--- config.mk ---
export PLATFORM = sky130hd
export DESIGN_NAME = alu_32bit_flat
export DESIGN_NICKNAME = d
export VERILOG_FILES = /design/src/rtl/alu_32bit_if.sv /design/src/rtl/alu_32bit.sv /design/src/flat_wrapper.sv
export SDC_FILE = /design/constraint.sdc
export NUM_CORES = 1
export LEC_CHECK = 0
export CORE_MARGIN = 2
export CORE_UTILIZATION = 50
export CTS_BUF_LIST = sky130_fd_sc_hd__clkbuf_16
export DETAILED_ROUTE_END_ITERATION = 7
export PLACE_DENSITY = 0.71
export SLEW_MARGIN = 20
export SYNTH_ARGS = -nofsm -noshare
export SYNTH_HDL_FRONTEND = slang
export SYNTH_SLANG_ARGS = --single-unit
--- constraint.sdc ---
create_clock -name Clk_in -period 1.4 [get_ports Clk_in]
set_clock_uncertainty 0.1 [all_clocks]
set_input_delay 0.35 -clock Clk_in [delete_from_list [all_inputs] [get_ports Clk_in]]
set_output_delay 0.35 -clock Clk_in [all_outputs]
set_load 0.01 [all_outputs]
--- src/rtl/alu_32bit_if.sv ---
// Operand/result bundle between the EX-stage issue logic and the ALU.
// Combinational wires only; the ALU registers results one cycle later.
// No backpressure: a new operation is presented every cycle.
interface alu_32bit_if;
    logic [5:0]  Func_in;
    logic [31:0] A_in;
    logic [31:0] B_in;
    logic [31:0] O_out;
    logic        Branch_out;
    logic        Jump_out;

    // Issue side: drives funct and operands, observes registered results
    modport master (
        output Func_in,
        output A_in,
        output B_in,
        input  O_out,
        input  Branch_out,
        input  Jump_out
    );

    // ALU side: consumes funct and operands, drives registered results
    modport slave (
        input  Func_in,
        input  A_in,
        input  B_in,
        output O_out,
        output Branch_out,
        output Jump_out
    );
endinterface

--- src/rtl/alu_32bit.sv ---
// Registered 32-bit MIPS R-type ALU with branch-compare and register-jump flags.
// Latency: exactly 1 cycle from Func_in/A_in/B_in to O_out/Branch_out/Jump_out.
// No backpressure: accepts a new operation on every rising clock edge.
module alu_32bit (
    input  logic         Clk_in,
    input  logic         Reset_in,
    alu_32bit_if.slave   bus
);

    localparam logic [5:0] FN_SLL  = 6'b000000;
    localparam logic [5:0] FN_SRL  = 6'b000010;
    localparam logic [5:0] FN_SRA  = 6'b000011;
    localparam logic [5:0] FN_SLLV = 6'b000100;
    localparam logic [5:0] FN_SRLV = 6'b000110;
    localparam logic [5:0] FN_SRAV = 6'b000111;
    localparam logic [5:0] FN_JR   = 6'b001000;
    localparam logic [5:0] FN_JALR = 6'b001001;
    localparam logic [5:0] FN_ADD  = 6'b100000;
    localparam logic [5:0] FN_ADDU = 6'b100001;
    localparam logic [5:0] FN_SUB  = 6'b100010;
    localparam logic [5:0] FN_SUBU = 6'b100011;
    localparam logic [5:0] FN_AND  = 6'b100100;
    localparam logic [5:0] FN_OR   = 6'b100101;
    localparam logic [5:0] FN_XOR  = 6'b100110;
    localparam logic [5:0] FN_NOR  = 6'b100111;
    localparam logic [5:0] FN_SLT  = 6'b101010;
    localparam logic [5:0] FN_SLTU = 6'b101011;
    localparam logic [5:0] FN_BEQ  = 6'b111100;
    localparam logic [5:0] FN_BNE  = 6'b111101;

    logic [31:0] o_d,  o_q;
    logic        br_d, br_q;
    logic        jmp_d, jmp_q;

    logic [4:0]  sh;
    logic [31:0] diff;
    logic        a_eq_b;
    logic        lt_signed;
    logic        lt_unsigned;

    // Shared datapath terms: shift amount, subtractor and comparators
    always_comb begin
        sh          = bus.B_in[4:0];
        diff        = bus.A_in - bus.B_in;
        a_eq_b      = (bus.A_in == bus.B_in);
        lt_signed   = ($signed(bus.A_in) < $signed(bus.B_in));
        lt_unsigned = (bus.A_in < bus.B_in);
    end

    // Decode funct into next result and flags; unknown codes yield all zero
    always_comb begin
        o_d   = 32'h0;
        br_d  = 1'b0;
        jmp_d = 1'b0;
        case (bus.Func_in)
            FN_SLL,  FN_SLLV: o_d = bus.A_in << sh;
            FN_SRL,  FN_SRLV: o_d = bus.A_in >> sh;
            FN_SRA,  FN_SRAV: o_d = $unsigned($signed(bus.A_in) >>> sh);
            FN_JR,   FN_JALR: begin
                o_d   = bus.A_in;
                jmp_d = 1'b1;
            end
            FN_ADD,  FN_ADDU: o_d = bus.A_in + bus.B_in;
            FN_SUB,  FN_SUBU: o_d = diff;
            FN_AND:           o_d = bus.A_in & bus.B_in;
            FN_OR:            o_d = bus.A_in | bus.B_in;
            FN_XOR:           o_d = bus.A_in ^ bus.B_in;
            FN_NOR:           o_d = ~(bus.A_in | bus.B_in);
            FN_SLT:           o_d = {31'h0, lt_signed};
            FN_SLTU:          o_d = {31'h0, lt_unsigned};
            FN_BEQ: begin
                o_d  = diff;
                br_d = a_eq_b;
            end
            FN_BNE: begin
                o_d  = diff;
                br_d = ~a_eq_b;
            end
            default: begin
                o_d   = 32'h0;
                br_d  = 1'b0;
                jmp_d = 1'b0;
            end
        endcase
    end

    // Output registers; reset clears them without waiting for a clock edge
    always_ff @(posedge Clk_in or posedge Reset_in) begin
        if (Reset_in) begin
            o_q   <= 32'h0;
            br_q  <= 1'b0;
            jmp_q <= 1'b0;
        end else begin
            o_q   <= o_d;
            br_q  <= br_d;
            jmp_q <= jmp_d;
        end
    end

    assign bus.O_out      = o_q;
    assign bus.Branch_out = br_q;
    assign bus.Jump_out   = jmp_q;

endmodule

--- src/flat_wrapper.sv ---
// flat-port wrapper written by rule: the top's interface ports become plain ports
module alu_32bit_flat 
  (Clk_in, Reset_in, bus_Func_in, bus_A_in, bus_B_in, bus_O_out, bus_Branch_out, bus_Jump_out);
  alu_32bit_if bus_i ();
  input  logic Clk_in;
  input  logic Reset_in;
  input wire logic [$bits(bus_i.Func_in)-1:0] bus_Func_in;
  input wire logic [$bits(bus_i.A_in)-1:0] bus_A_in;
  input wire logic [$bits(bus_i.B_in)-1:0] bus_B_in;
  output wire logic [$bits(bus_i.O_out)-1:0] bus_O_out;
  output wire logic [$bits(bus_i.Branch_out)-1:0] bus_Branch_out;
  output wire logic [$bits(bus_i.Jump_out)-1:0] bus_Jump_out;
  assign bus_i.Func_in = bus_Func_in;
  assign bus_i.A_in = bus_A_in;
  assign bus_i.B_in = bus_B_in;
  assign bus_O_out = bus_i.O_out;
  assign bus_Branch_out = bus_i.Branch_out;
  assign bus_Jump_out = bus_i.Jump_out;
  alu_32bit u_core (.Clk_in(Clk_in), .Reset_in(Reset_in), .bus(bus_i));
endmodule
==> summary.md, run 1 <==
| Metric | Value |
|---|---|
| Status | did not finish |
| Halt point of the flow | global routing (5_1_grt) |
| Tool error | [ERROR GRT-0232] Routing congestion too high. Check the congestion heatmap in the GUI. |
| Initial Util | 50.98% |
| Pre-CTS setup slack | -2.152 ns |
| Dominant cells by area after synthesis | ha_1 (11%), mux4_2 (9.2%), dfrtp_1 (7.9%) |
| Largest net degree at the start of global routing | 68 |
| Seq cells post-synth | 34 |
| Synthesized area | 10,750 sq um |
| Syn Area/Cell | 7.274 sq um |
| Yosys top cell by area | ha_1 |
| Total grt overflow | 103 |
| Unique cell type count in the Yosys netlist | between 90 and 100 |
| Number of core rows | 53 |
| Sequential fraction of the synthesis area | 7.914% |
| Primary FF master, synth | dfrtp_1 |
| IO Pins | about 110 |
| Total global-route track usage | approximately four fifths |
| # clock sinks | 34 |
| Critical endpoint after global-route timing repair | u_core.bus.O_out[16]$_DFF_PP0_/D |
| Number of flops mapped to enable cells by yosys | 0 |
| Syn Nets | 1,649 |
| Root Driver | clkbuf_16 |
| Die width | 150.6 um |
| Port Buf Inserts | 105 |
| Clock buffer depth | 2 |
| Worst_ep kind | register input |
| GP Congestion | approximately 1.1 |
| H-tree level count | 2 |
| Mapped Cells | between 1,000 and 1,500 |
| Hold buffers post-CTS | 0 |
| Num CTS Buffers | 5 |
| Synth warn | 0 |
| Die height | 150.6 um |
| HPWL after DPL | 42,870 um |
| Synth top area share | 11.29% |
| Ys async rst share | 100.0% |
metrics by stage:
step,hold slack (ns),TNS [ns],util [%],std cells,instance area (sq um)
detailed placement,0.6415,-62.14,73.76,2215,15550
CTS,0.3096,-32.02,89.13,2322,18800
global placement,0.6382,-60.46,73.76,2215,15550
floorplan,0.3820,-41.20,-,1478,11200
cells in the mapped netlist (8+ instances only):
library cell and count:
ha_1 97, clkbuf_1 76, o22ai_1 14, nor2b_1 12, or2_2 8, o21a_1 9, a22oi_1 11, a31oi_1 17
nor2_1 113, a21oi_1 108, o211ai_1 25, mux2_2 24, nand4_1 9, a221o_1 8, o221ai_1 15, and3_1 8
and2_1 9, a211o_1 9, buf_6 8, o21ai_0 142, a21o_1 17, a211oi_1 28, inv_1 107, nand2_1 157
nand3_1 40, a221oi_1 18, buf_1 17, nand2b_1 13, dfrtp_1 34, buf_2 25, mux2i_1 76, o21bai_1 11
mux4_2 44, o2111ai_1 8, nor3_1 25
cells by family after synthesis:
family,share of synthesized area (%)
adders and majority gates,11.66
and+or+nand+nor,18.53
xor gates and xnor gates,0.1630
muxes,19.33
buffers and inverters,9.660
AOI/OAI and AO/OA,32.74
DFF,7.914
what timing repair did:
item                       4_1_cts
setup buffers                  103
setup endpoints to repair       67
gates cloned                     5
resized for setup              778
pin swaps                      178
per-layer routing:
metal	GRT overflow	GRT usage, %
met5	0	24.32
met4	50	79.86
met3	0	64.91
met2	52	93.95
met1	1	78.85
==> inputs of run 2 (changes only) <==
- CORE_UTILIZATION: 50 -> 35
- CTS_BUF_LIST: sky130_fd_sc_hd__clkbuf_16 -> default
- PLACE_DENSITY: 0.71 -> default
- PLACE_DENSITY_LB_ADDON: default -> 0.15
==> summary.md, run 2 <==
| Metric | Value |
|---|---|
| Number of remaining DRC errors | 0 |
| Die width | 179.3 um (was 150.6 um) |
| CP Launch Type | primary input |
| Largest net degree at the start of global routing | 61 |
| Count leader, synth | nand2_1 (unchanged) |
| Max Slew Vio Count | 0 |
| Synth top area share | 11.29% (unchanged) |
| Pre-CTS setup slack | -2.214 ns (was -2.152 ns) |
| Via count | 15,008 |
| Reg power frac | between 10% and 20% |
| Syn Area/Cell | 7.274 sq um (unchanged) |
| Final Setup Violations | 33 |
| Psw | between 0.004 and 0.005 W |
| # clock sinks | 34 (unchanged) |
| H-tree level count | 2 (unchanged) |
| Final min period | roughly 2.6 ns |
| Commonest non-fill, non-tap cell in the layout | buf_4 |
| Antenna Diode Count | 0 |
| Port Buf Inserts | 105 (unchanged) |
| Total global-route track usage | 36.85% |
| Syn Nets | 1,649 (unchanged) |
| Number of flops mapped to enable cells by yosys | 0 (unchanged) |
| Yosys top cell by area | ha_1 (unchanged) |
| Post-route core utilization | 63.87% |
| Initial Util | 35.33% (was 50.98%) |
| Slowest-stage cell, CP | mux4_2 |
| Synthesized area | 10,750 sq um (unchanged) |
| GP Congestion | 1.000 (was 1.082) |
| Ys async rst share | 100.0% (unchanged) |
| Critical path data required time | 1.49 ns |
| Placed Cells | 2,373 (was 2,215) |
| Most frequent cells after synthesis | nand2_1 (157), o21ai_0 (142), nor2_1 (113) (unchanged) |
| Ordered list of cells on the worst path | buf_12 > buf_12 > clkbuf_16 > mux2_4 > mux4_2 > nand2_2 > o311a_4 > o21ai_2 > a221oi_2 > o31ai_1 > a311o_1 |
| Worst setup path class | in2reg |
| Die height | 179.3 um (was 150.6 um) |
| Pleak | 8.561 nW |
| Mean number of vias per cell | 6.061 |
| Worst IR Drop VDD | 0.4660 mV |
| DR pass1 iterations | 8 |
| Worst path bufs/invs | 3 |
| Dominant cells by area after synthesis | ha_1 (11%), mux4_2 (9.2%), dfrtp_1 (7.9%) (unchanged) |
| Cell Pwr Density | 510.0 nW/um^2 |
| Final std cells w/o fill | 2,476 |
| Num CTS Buffers | 5 (unchanged) |
| Mapped Cells | 1,478 (unchanged) |
| Total grt overflow | 0 |
| DRT iter0 DRCs | 1,536 |
| Crit end category | flop |
| P_int | 0.005494 W |
| Most frequent cells in the layout | buf_4 (500), nand2_1 (143), nor2_1 (102) |
| Failing checks | setup timing |
| Seq cells post-synth | 34 (unchanged) |
| Number of global-route vias before repair | 14,605 |
| Number of core rows | 64 (was 53) |
| Unique cell type count in the Yosys netlist | 94 (unchanged) |
| Initial antenna violation count | 1 |
| Most frequent CP cell | buf_12 |
| Max-cap viol count | 0 |
| HPWL after DPL | 45,780 um (was 42,870 um) |
| Clock group share of total power | 13.0% |
| Comb power frac | 75.4% |
| Status | finished, violations left (was did not finish) |
| Sequential fraction of the synthesis area | 7.914% (unchanged) |
| Root Driver | clkbuf_16 (unchanged) |
| Worst setup margin | -1.242 ns |
| Worst Path Max Fanout | 7 |
| Worst slew pin tran | about 0.76 ns |
| DIE AREA | 32,130 sq um |
| Fmax | around 0.38 GHz |
| Core Box Area | 30,430 sq um |
| Antenna Nets Post-Route | 0 |
| Largest delay share family, worst path | compound AO/OA/AOI/OAI gates |
| Worst slew margin | roughly 49% |
| Data arrival time of the worst path | 2.73 ns |
| Clock transition at path regs | 0.07 ns |
| Global-route wire length before repair | 88,860 um |
| Area growth syn-to-layout | 80.77% |
| Tcrit/Tclk final | 188.7% |
| Primary FF master, synth | dfrtp_1 (unchanged) |
| Drt total wl | 60,640 um |
| Clock buffer depth | 2 (unchanged) |
| Final Hold Fails | 0 |
| RSZ-0062 raised after global routing | true |
| Switching Share | 44.57% |
| Total power | 0.009911 W |
| HP Class | in2async |
| Number of flip-flops in the largest register | 32 |
| TritonCTS clock tree | built |
| Crit-path max cell delay | 0.51 ns |
| Final hold slack | 0.3062 ns |
| IO Pins | 106 (unchanged) |
| Final Net Count | approximately 2,300 |
| Post-DR wirelength/cell | 24.49 um |
| Synth warn | 0 (unchanged) |
| Layout cell share with drive strength beyond 1 | 53.80% |
run 2: cell counts after synthesis:
Identical to the previous run, type by type.
run 2: final cells by class:
cell class / instances / area (sq um)
Inverter: 111 / 474.2
Fill cell: 2633 / 11000
Timing Repair Buffer: 726 / 6342
Clock buffer: 7 / 142.6
Tap cell: 396 / 495.5
Multi-Input combinational cell: 1201 / 11120
Sequential cell: 34 / 850.8
Clock inverter: 1 / 5.005
run 2: metrics by stage:
step | area [sq um] | TNS, ns
CTS | 18780 | -34.17
global placement | 16080 | -63.90
finish | 19430 | -34.97
floorplan | 11200 | -41.20
global route | 19430 | -36.54
detailed placement | 16080 | -64.47
run 2: power by group through the flow:
stage	combinational, W	sequential, W	clock (W)
2_1_floorplan	0.00284	0.00121	0
3_3_place_gp	0.00582	0.00117	0
3_5_place_dp	0.00582	0.00117	0
4_1_cts	0.00693	0.00116	0.00129
5_1_grt	0.00785	0.00116	0.00133
6_report	0.00747	0.00116	0.00128
run 2: timing repair:
action / 4_1_cts / 5_1_grt
cloned: 3 / 1
gates resized for setup: 724 / 134
endpoints found under the setup margin: 68 / 48
buffers inserted: 84 / 25
pin swaps: 176 / 78
hold buffers: 0 / 0
run 2: routing by layer:
layer  vias to the layer above  track usage [%]  part of all wire [%]
met2                       841            63.63                    47
met3                       210            4.665                   8.0
met4                         2            17.37                   5.8
li1                       6736                -                     -
met5                         -                0                 0.021
met1                      7219            45.27                    39
run 2: final timing paths:
path                                start                    to  slack, ns  cells after the start
setup / recovery              bus_B_in[0]  u_core.bus.O_out[26]      -1.24                     11
hold / removal                   Reset_in  u_core.bus.O_out[30]       0.31                      3
max in group asynchronous        Reset_in   u_core.bus.O_out[2]       0.63                      3
min in group Clk_in        bus_Func_in[1]   u_core.bus.Jump_out       0.32                      3
run 2: kinds of logic (layout without fill, tap and decap cells):
| family | after synthesis | after routing | synth area share [%] |
|---|---|---|---|
| AO/OA/AOI/OAI | 523 | 523 | 32.74 |
| buffers and inverters | 243 | 845 | 9.660 |
| flip-flops | 34 | 34 | 7.914 |
| adder cells (fa/ha/maj) | 99 | 99 | 11.66 |
| XOR/XNOR | 2 | 2 | 0.1630 |
| multiplexers | 147 | 147 | 19.33 |
| AND/OR/NAND/NOR | 430 | 430 | 18.53 |
No activity file was read; power rests on OpenSTA's default activity.
